**src/rtl/mpsk_pkg.sv**
```systemverilog
// rtl/mpsk_pkg.sv - shared constants and helpers for the M-PSK symbol slicer
package mpsk_pkg;

  localparam int BPSK_BITS = 1;
  localparam int QPSK_BITS = 2;

  // Quadrant index as (sign I, sign Q); a negative sign means the MSB is set
  localparam logic [1:0] QUAD_PP = 2'd0;
  localparam logic [1:0] QUAD_NP = 2'd1;
  localparam logic [1:0] QUAD_NN = 2'd2;
  localparam logic [1:0] QUAD_PN = 2'd3;

  function automatic int acc_width(input int data_width, input int sps);
    return data_width + $clog2(sps);
  endfunction

  function automatic logic [1:0] quad_index(input logic s_i, input logic s_q);
    case ({s_i, s_q})
      2'b00:   return QUAD_PP;
      2'b10:   return QUAD_NP;
      2'b11:   return QUAD_NN;
      default: return QUAD_PN;
    endcase
  endfunction

endpackage

```
**src/rtl/mpsk_diff_decoder.sv**
```systemverilog
// rtl/mpsk_diff_decoder.sv - modular phase-index difference against the previous symbol
module mpsk_diff_decoder
  import mpsk_pkg::*;
#(
  parameter int W = QPSK_BITS
) (
  input  logic         clk,
  input  logic         rst,
  input  logic         strobe,
  input  logic [W-1:0] k,
  output logic [W-1:0] diff
);

  logic [W-1:0] k_prev;

  // W-bit subtraction wraps, giving the difference mod 2^W directly
  assign diff = k - k_prev;

  always_ff @(posedge clk) begin
    if (rst) begin
      k_prev <= '0;
    end else if (strobe) begin
      k_prev <= k;
    end
  end

endmodule

```
**src/rtl/mpsk_symbol_slicer.sv**
```systemverilog
// rtl/mpsk_symbol_slicer.sv - integrate-and-dump with BPSK/QPSK hard decision
module mpsk_symbol_slicer
  import mpsk_pkg::*;
#(
  parameter int DATA_WIDTH   = 16,
  parameter int SPS          = 8,
  parameter int BITS_PER_SYM = 2,
  parameter int DIFF_DEC     = 0,
  parameter int ACC_WIDTH    = acc_width(DATA_WIDTH, SPS)
) (
  input  logic                        clk,
  input  logic                        rst,
  input  logic                        in_valid,
  input  logic signed [DATA_WIDTH-1:0] in_i,
  input  logic signed [DATA_WIDTH-1:0] in_q,
  input  logic                        sym_align,
  output logic                        sym_valid,
  output logic [BITS_PER_SYM-1:0]     sym_bits,
  output logic signed [ACC_WIDTH-1:0] acc_i,
  output logic signed [ACC_WIDTH-1:0] acc_q
);

  localparam int CNT_W = $clog2(SPS);
  localparam logic [CNT_W-1:0] LAST = CNT_W'(SPS - 1);

  logic [CNT_W-1:0]            cnt;
  logic signed [ACC_WIDTH-1:0] run_i, run_q;
  logic signed [ACC_WIDTH-1:0] ext_i, ext_q;
  logic signed [ACC_WIDTH-1:0] sum_i, sum_q;
  logic                        s_i, s_q;
  logic                        dump;
  logic [BITS_PER_SYM-1:0]     abs_bits, k_now, diff_bits;

  assign ext_i = {{(ACC_WIDTH - DATA_WIDTH){in_i[DATA_WIDTH-1]}}, in_i};
  assign ext_q = {{(ACC_WIDTH - DATA_WIDTH){in_q[DATA_WIDTH-1]}}, in_q};
  assign sum_i = run_i + ext_i;
  assign sum_q = run_q + ext_q;

  // Sign bits of the final sums; a zero sum has MSB 0 and so decides positive
  assign s_i = sum_i[ACC_WIDTH-1];
  assign s_q = sum_q[ACC_WIDTH-1];

  // Realign overrides a dump that would otherwise land in the same cycle
  assign dump = in_valid && (cnt == LAST) && !sym_align;

  generate
    if (BITS_PER_SYM == BPSK_BITS) begin : g_bpsk
      assign abs_bits = s_i;
      assign k_now    = s_i;
    end else begin : g_qpsk
      assign abs_bits = {s_i, s_q};
      assign k_now    = quad_index(s_i, s_q);
    end
  endgenerate

  mpsk_diff_decoder #(
    .W(BITS_PER_SYM)
  ) u_diff (
    .clk   (clk),
    .rst   (rst),
    .strobe(dump),
    .k     (k_now),
    .diff  (diff_bits)
  );

  always_ff @(posedge clk) begin
    if (rst) begin
      cnt       <= '0;
      run_i     <= '0;
      run_q     <= '0;
      sym_valid <= 1'b0;
      sym_bits  <= '0;
      acc_i     <= '0;
      acc_q     <= '0;
    end else begin
      sym_valid <= 1'b0;
      if (sym_align) begin
        cnt   <= in_valid ? CNT_W'(1) : '0;
        run_i <= in_valid ? ext_i : '0;
        run_q <= in_valid ? ext_q : '0;
      end else if (in_valid) begin
        if (dump) begin
          cnt       <= '0;
          run_i     <= '0;
          run_q     <= '0;
          acc_i     <= sum_i;
          acc_q     <= sum_q;
          sym_bits  <= (DIFF_DEC != 0) ? diff_bits : abs_bits;
          sym_valid <= 1'b1;
        end else begin
          cnt   <= cnt + CNT_W'(1);
          run_i <= sum_i;
          run_q <= sum_q;
        end
      end
    end
  end

endmodule

```
**config.mk**
```make
export PLATFORM = sky130hd
export DESIGN_NAME = mpsk_symbol_slicer
export DESIGN_NICKNAME = d
export VERILOG_FILES = /design/src/rtl/mpsk_pkg.sv /design/src/rtl/mpsk_diff_decoder.sv /design/src/rtl/mpsk_symbol_slicer.sv
export SDC_FILE = /design/constraint.sdc
export NUM_CORES = 1
export LEC_CHECK = 0
export CAP_MARGIN = 10
export CORE_ASPECT_RATIO = 1.75
export CORE_MARGIN = 2
export CORE_UTILIZATION = 40
export DETAILED_ROUTE_END_ITERATION = 10
export RECOVER_POWER = 25
export SLEW_MARGIN = 25
export SYNTH_ARGS = -nofsm -noshare
export SYNTH_HDL_FRONTEND = slang
export SYNTH_SLANG_ARGS = --single-unit
```
**constraint.sdc**
```tcl
create_clock -name clk -period 3.3 [get_ports clk]
set_input_delay 0.99 -clock clk [delete_from_list [all_inputs] [get_ports clk]]
set_output_delay 0.99 -clock clk [all_outputs]
set_load 0.1 [all_outputs]
```
* Yosys cells after proc, flatten, opt, wreduce, memory -nomap -nowiden
Cells that the tools add are included.
Storage, ports and cells: register bits 82, output and inout bits 41
Operators by class: add/sub/neg operators 3, eq/ne operators 1, muxes and demuxes 13, bitwise logic cells 2, reductions and logical operators 6
Operator list (count):
- two-way mux 19 bit | 8
- adder 19 x 16 -> 19 bit | 2
- two-way mux 3 bit | 3
- adder 3 x 1 -> 3 bit (second input constant) | 1
- equality test 3 bit (second input constant) | 1
- AND reduction 3 bit | 1
- OR reduction 3 bit | 1
- logical AND 1 bit | 2
- two-way mux 1 bit | 2
- inverter 1 bit | 2
- nonzero test 2 bit | 1
- logical NOT 1 bit | 1

* Logic depth before layout (Yosys ltp)
depth after elaboration 6, gate-level depth with buffers 9

* Worst setup path before layout
Ideal clock, no wire load.
kind input to register, from input port in_i[0], to register run_i[18], arrival time 2.670 ns, path slack 0.492 ns, stages 9, path buffers 0, cell sequence ha_1 -> inv_1 -> fa_1 -> nand2b_1 -> a21oi_1 -> nor2_1 -> o31ai_2 -> a2111o_1 -> o221ai_1
On the way: longest elaborated chain between the ends 4
RTL lines:
- from (decl) | RTL line mpsk_symbol_slicer.sv:14 | input logic signed [DATA_WIDTH-1:0] in_i,
- adder 19 x 16 -> 19 bit | RTL line mpsk_symbol_slicer.sv:36 | assign sum_i = run_i + ext_i;
- two-way mux 19 bit | RTL line mpsk_symbol_slicer.sv:82 | if (dump) begin
- two-way mux 19 bit | RTL line mpsk_symbol_slicer.sv:81 | end else if (in_valid) begin
- two-way mux 19 bit | RTL line mpsk_symbol_slicer.sv:77 | if (sym_align) begin
- to (signal assigned) | RTL line mpsk_symbol_slicer.sv:79 | run_i <= in_valid ? ext_i : '0;
- to (signal assigned) | RTL line mpsk_symbol_slicer.sv:92 | run_i <= sum_i;
- to (decl) | RTL line mpsk_symbol_slicer.sv:27 | logic signed [ACC_WIDTH-1:0] run_i, run_q;
Every way passes these cells. The select of a mux whose other input is x is not followed. A chain may end at the register's enable or synchronous reset.

* Final worst setup path
from input port in_q[0], to register sym_bits[0]
On the way: longest elaborated chain between the ends 1
RTL lines:
- from (decl) | RTL line mpsk_symbol_slicer.sv:15 | input logic signed [DATA_WIDTH-1:0] in_q,
- adder 19 x 16 -> 19 bit | RTL line mpsk_symbol_slicer.sv:37 | assign sum_q = run_q + ext_q;
- to (signal assigned) | RTL line mpsk_symbol_slicer.sv:88 | sym_bits <= (DIFF_DEC != 0) ? diff_bits : abs_bits;
- to (decl) | RTL line mpsk_symbol_slicer.sv:18 | output logic [BITS_PER_SYM-1:0] sym_bits,
Every way passes these cells.

==> results.ini <==
[outcome]
status=finished, final reports clean

[final_layout]
area_growth_pct=29.8
final_nets=744
drive_gt1_share_pct=16.5
insertedDiodeCount=0
fin_area_sq_um=6180
fin_util_pct=53.4

[run]
drv_cap=0

[synthesis]
synth_edf_count=0
netlist_area_sq_um=4760
syn_area_per_cell_sq_um=8.64
synth_cells=551
synth_most_common_cell=dfxtp_1
yosysUniqueCellTypes=64
synth_top_area_cell=dfxtp_1
synthArstFlopShare_pct=0
synth_top_area_share_pct=33.6
synth_warnings=0
synth_seq_cells=80
synth_ff_type=dfxtp_1
ys_seq_area_share_pct=33.6
synth_area_leaders=dfxtp_1, ha_1, a21oi_1
synthTopCellsByCount=dfxtp_1, nor2_1, a21oi_1, nand2_1, ha_1
syn_nets=627

[setup_path]
critPathMaxStageDelay_ns=0.44
crit_path_start_kind=input port
crit_path_frequent_cell=a21oi_1
crit_arrival_ns=3.44
worst_ep_required_time_ns=3.53
crit_path_end_kind=flip-flop
crit_path_max_fanout=3
path_class=in2reg
cp_slowest_cell=clkdlybuf4s50_1
critPathBufInv=3
cp_cell_sequence=clkdlybuf4s50_1, ha_1, inv_1, fa_1, nand2b_1, a21oi_1, buf_4, o211ai_1, a21oi_1, or3_1, a32o_1
critical-path-top-delay-family=compound AO/OA/AOI/OAI gates

[placed_design]
hpwl_mm=10.6
port-buffer-count=76
gp_congestion=0.873
placed_cell_area_sq_um=5950

[routing]
drt_iter0_markers=200
num_vias=4715
dr.pass1.iters=5
post_drt_wl_per_cell_um=17.7
drt-total-wl_mm=14.3
viasPerCell=5.84
drc=0
drtAntennaViolNets=0

[die]
dieWidth_um=86.5
coreArea_sq_um=11600
initial_core_util_pct=41.1
die_h_um=148
io_pins=77
rows=52
die_area_sq_um=12800

[sta]
tightest_slew_ns=1.25
hold_ws_ns=0.452
fmax_mhz=312
hold_viol_final=0
fin_tns_setup_ns=0
rsz0062_at_grt=yes
finalCritPeriodShare_pct=97.1
min_period_ns=3.20
finalSetupViolations=0
slew_viol_final=0
clock_skew_ns=0.00624
slew_headroom_pct=17.1

[clock_tree]
cts_tree=built
clk_pin_slew_ns=0.06
cts.path.max_buffers=2
cts_max_level=3
clkLatencyLatePin_ns=0.34
cts_sinks=80
cts_buffers=9
post-cts-setup-buffers=0
cts_root_buf=clkbuf_16

[global_route]
gr-total-overflow=0
grt_usage_pct=22.7
antenna_found_initial=0
grt_max_degree=35
grt_pass1_vias=4791
grt_pass1_wl_mm=23.2

[hold_path]
hold_path.class=reg2reg

[pwr]
ir_worst_vdd_uv=267
cellPowerDensity_nw_per_um2=460
p_leak_nw=2.59
power_mw=2.85

==> sequential cells by signal (all words and copies together) (netlist names) <==
register   flops
run_q         19
run_i         19
sym_bits       2
acc_i         18
sym_valid      1
cnt            3
acc_q         18
==> layout by cell type, fill, tap and decap left out, types with 6 or more instances in the layout <==
| master | n |
|---|---|
| inv_1 | 13 |
| a21o_1 | 9 |
| o21ai_0 | 31 |
| buf_4 | 75 |
| clkdlybuf4s50_1 | 34 |
| nand2b_1 | 8 |
| o21ai_1 | 8 |
| clkbuf_1 | 28 |
| nand2_1 | 42 |
| a21oi_1 | 42 |
| nor2_1 | 45 |
| o21a_1 | 9 |
| or3_1 | 10 |
| nand3_1 | 11 |
| and2_1 | 7 |
| o22ai_1 | 10 |
| xnor2_1 | 17 |
| clkbuf_16 | 9 |
| mux2i_1 | 6 |
| o211ai_1 | 9 |
| a22oi_1 | 19 |
| ha_1 | 38 |
| a32o_1 | 8 |
| a22o_1 | 12 |
| a222oi_1 | 10 |
| dfxtp_1 | 80 |
==> worst paths after layout <==
path                                from                        to  slack (ns)  depth (start not counted)
setup / recovery                 in_q[0]  sym_bits[0]$_SDFFE_PP0P_         0.1                         11
setup reg to reg   run_q[0]$_SDFFE_PP0P_  sym_bits[0]$_SDFFE_PP0P_        0.90                         10
hold / removal    acc_i[12]$_SDFFE_PP0P_    acc_i[12]$_SDFFE_PP0P_        0.45                          2
hold reg to reg   acc_i[12]$_SDFFE_PP0P_    acc_i[12]$_SDFFE_PP0P_        0.45                          2
==> where the power goes <==
| part | internal, mW | switching [mW] | total (mW) | leakage (nW) |
|---|---|---|---|---|
| clock | 0.737 | 0.413 | 1.15 | 0.162 |
| sequential | 1.00 | 0.0222 | 1.03 | 0.651 |
| combinational | 0.317 | 0.352 | 0.668 | 1.77 |
| total | 2.06 | 0.787 | 2.85 | 2.59 |
==> per-stage QoR <==
step,instances,setup slack (ns)
after global placement,792,-0.190
after detailed placement,792,-0.233
after floorplan,551,0.492
final,808,0.0968
after global routing,808,-0.00564
after CTS,808,0.115
==> area by class of cell <==
type,instances,area (sq um)
Sequential cell,80,1600
Inverter,14,52.6
Fill cell,1114,5400
Timing Repair Buffer,138,1030
Clock buffer,10,229
Clock inverter,6,108
Tap cell,135,169
Multi-Input combinational cell,425,2990
==> what timing repair did <==
action / 4_1_cts / 5_1_grt
hold buffers: 0 / 0
gates resized for setup: 0 / 2
setup endpoints to repair: 0 / 2
==> worst reg2reg max path, cell delays in order (launching register included) <==
cell	delay, ns
dfxtp_1	0.32
ha_1	0.20
inv_1	0.07
fa_1	0.17
nand2b_1	0.13
a21oi_1	0.07
buf_4	0.14
o211ai_1	0.37
a21oi_1	0.14
or3_1	0.41
a32o_1	0.27
==> logic make-up after synthesis <==
family / count (synthesis) / share of synthesized area [%]
AOI/OAI and AO/OA: 206 / 31.0
xor gates and xnor gates: 22 / 4.05
adders and majority gates: 40 / 10.8
buffers and inverters: 46 / 3.99
DFF: 80 / 33.6
muxes: 6 / 1.26
and+or+nand+nor: 151 / 15.2
==> metal layers <==
metal	share of wire [%]	up-vias	global-route usage (%)	routed length, um
met5	0	-	0	0
met4	2.9	0	9.38	408
met3	4.2	32	3.61	594
met2	55	119	42.8	7840
met1	38	2263	24.3	5440
li1	-	2301	-	-
No activity file was read; power rests on OpenSTA's default activity.
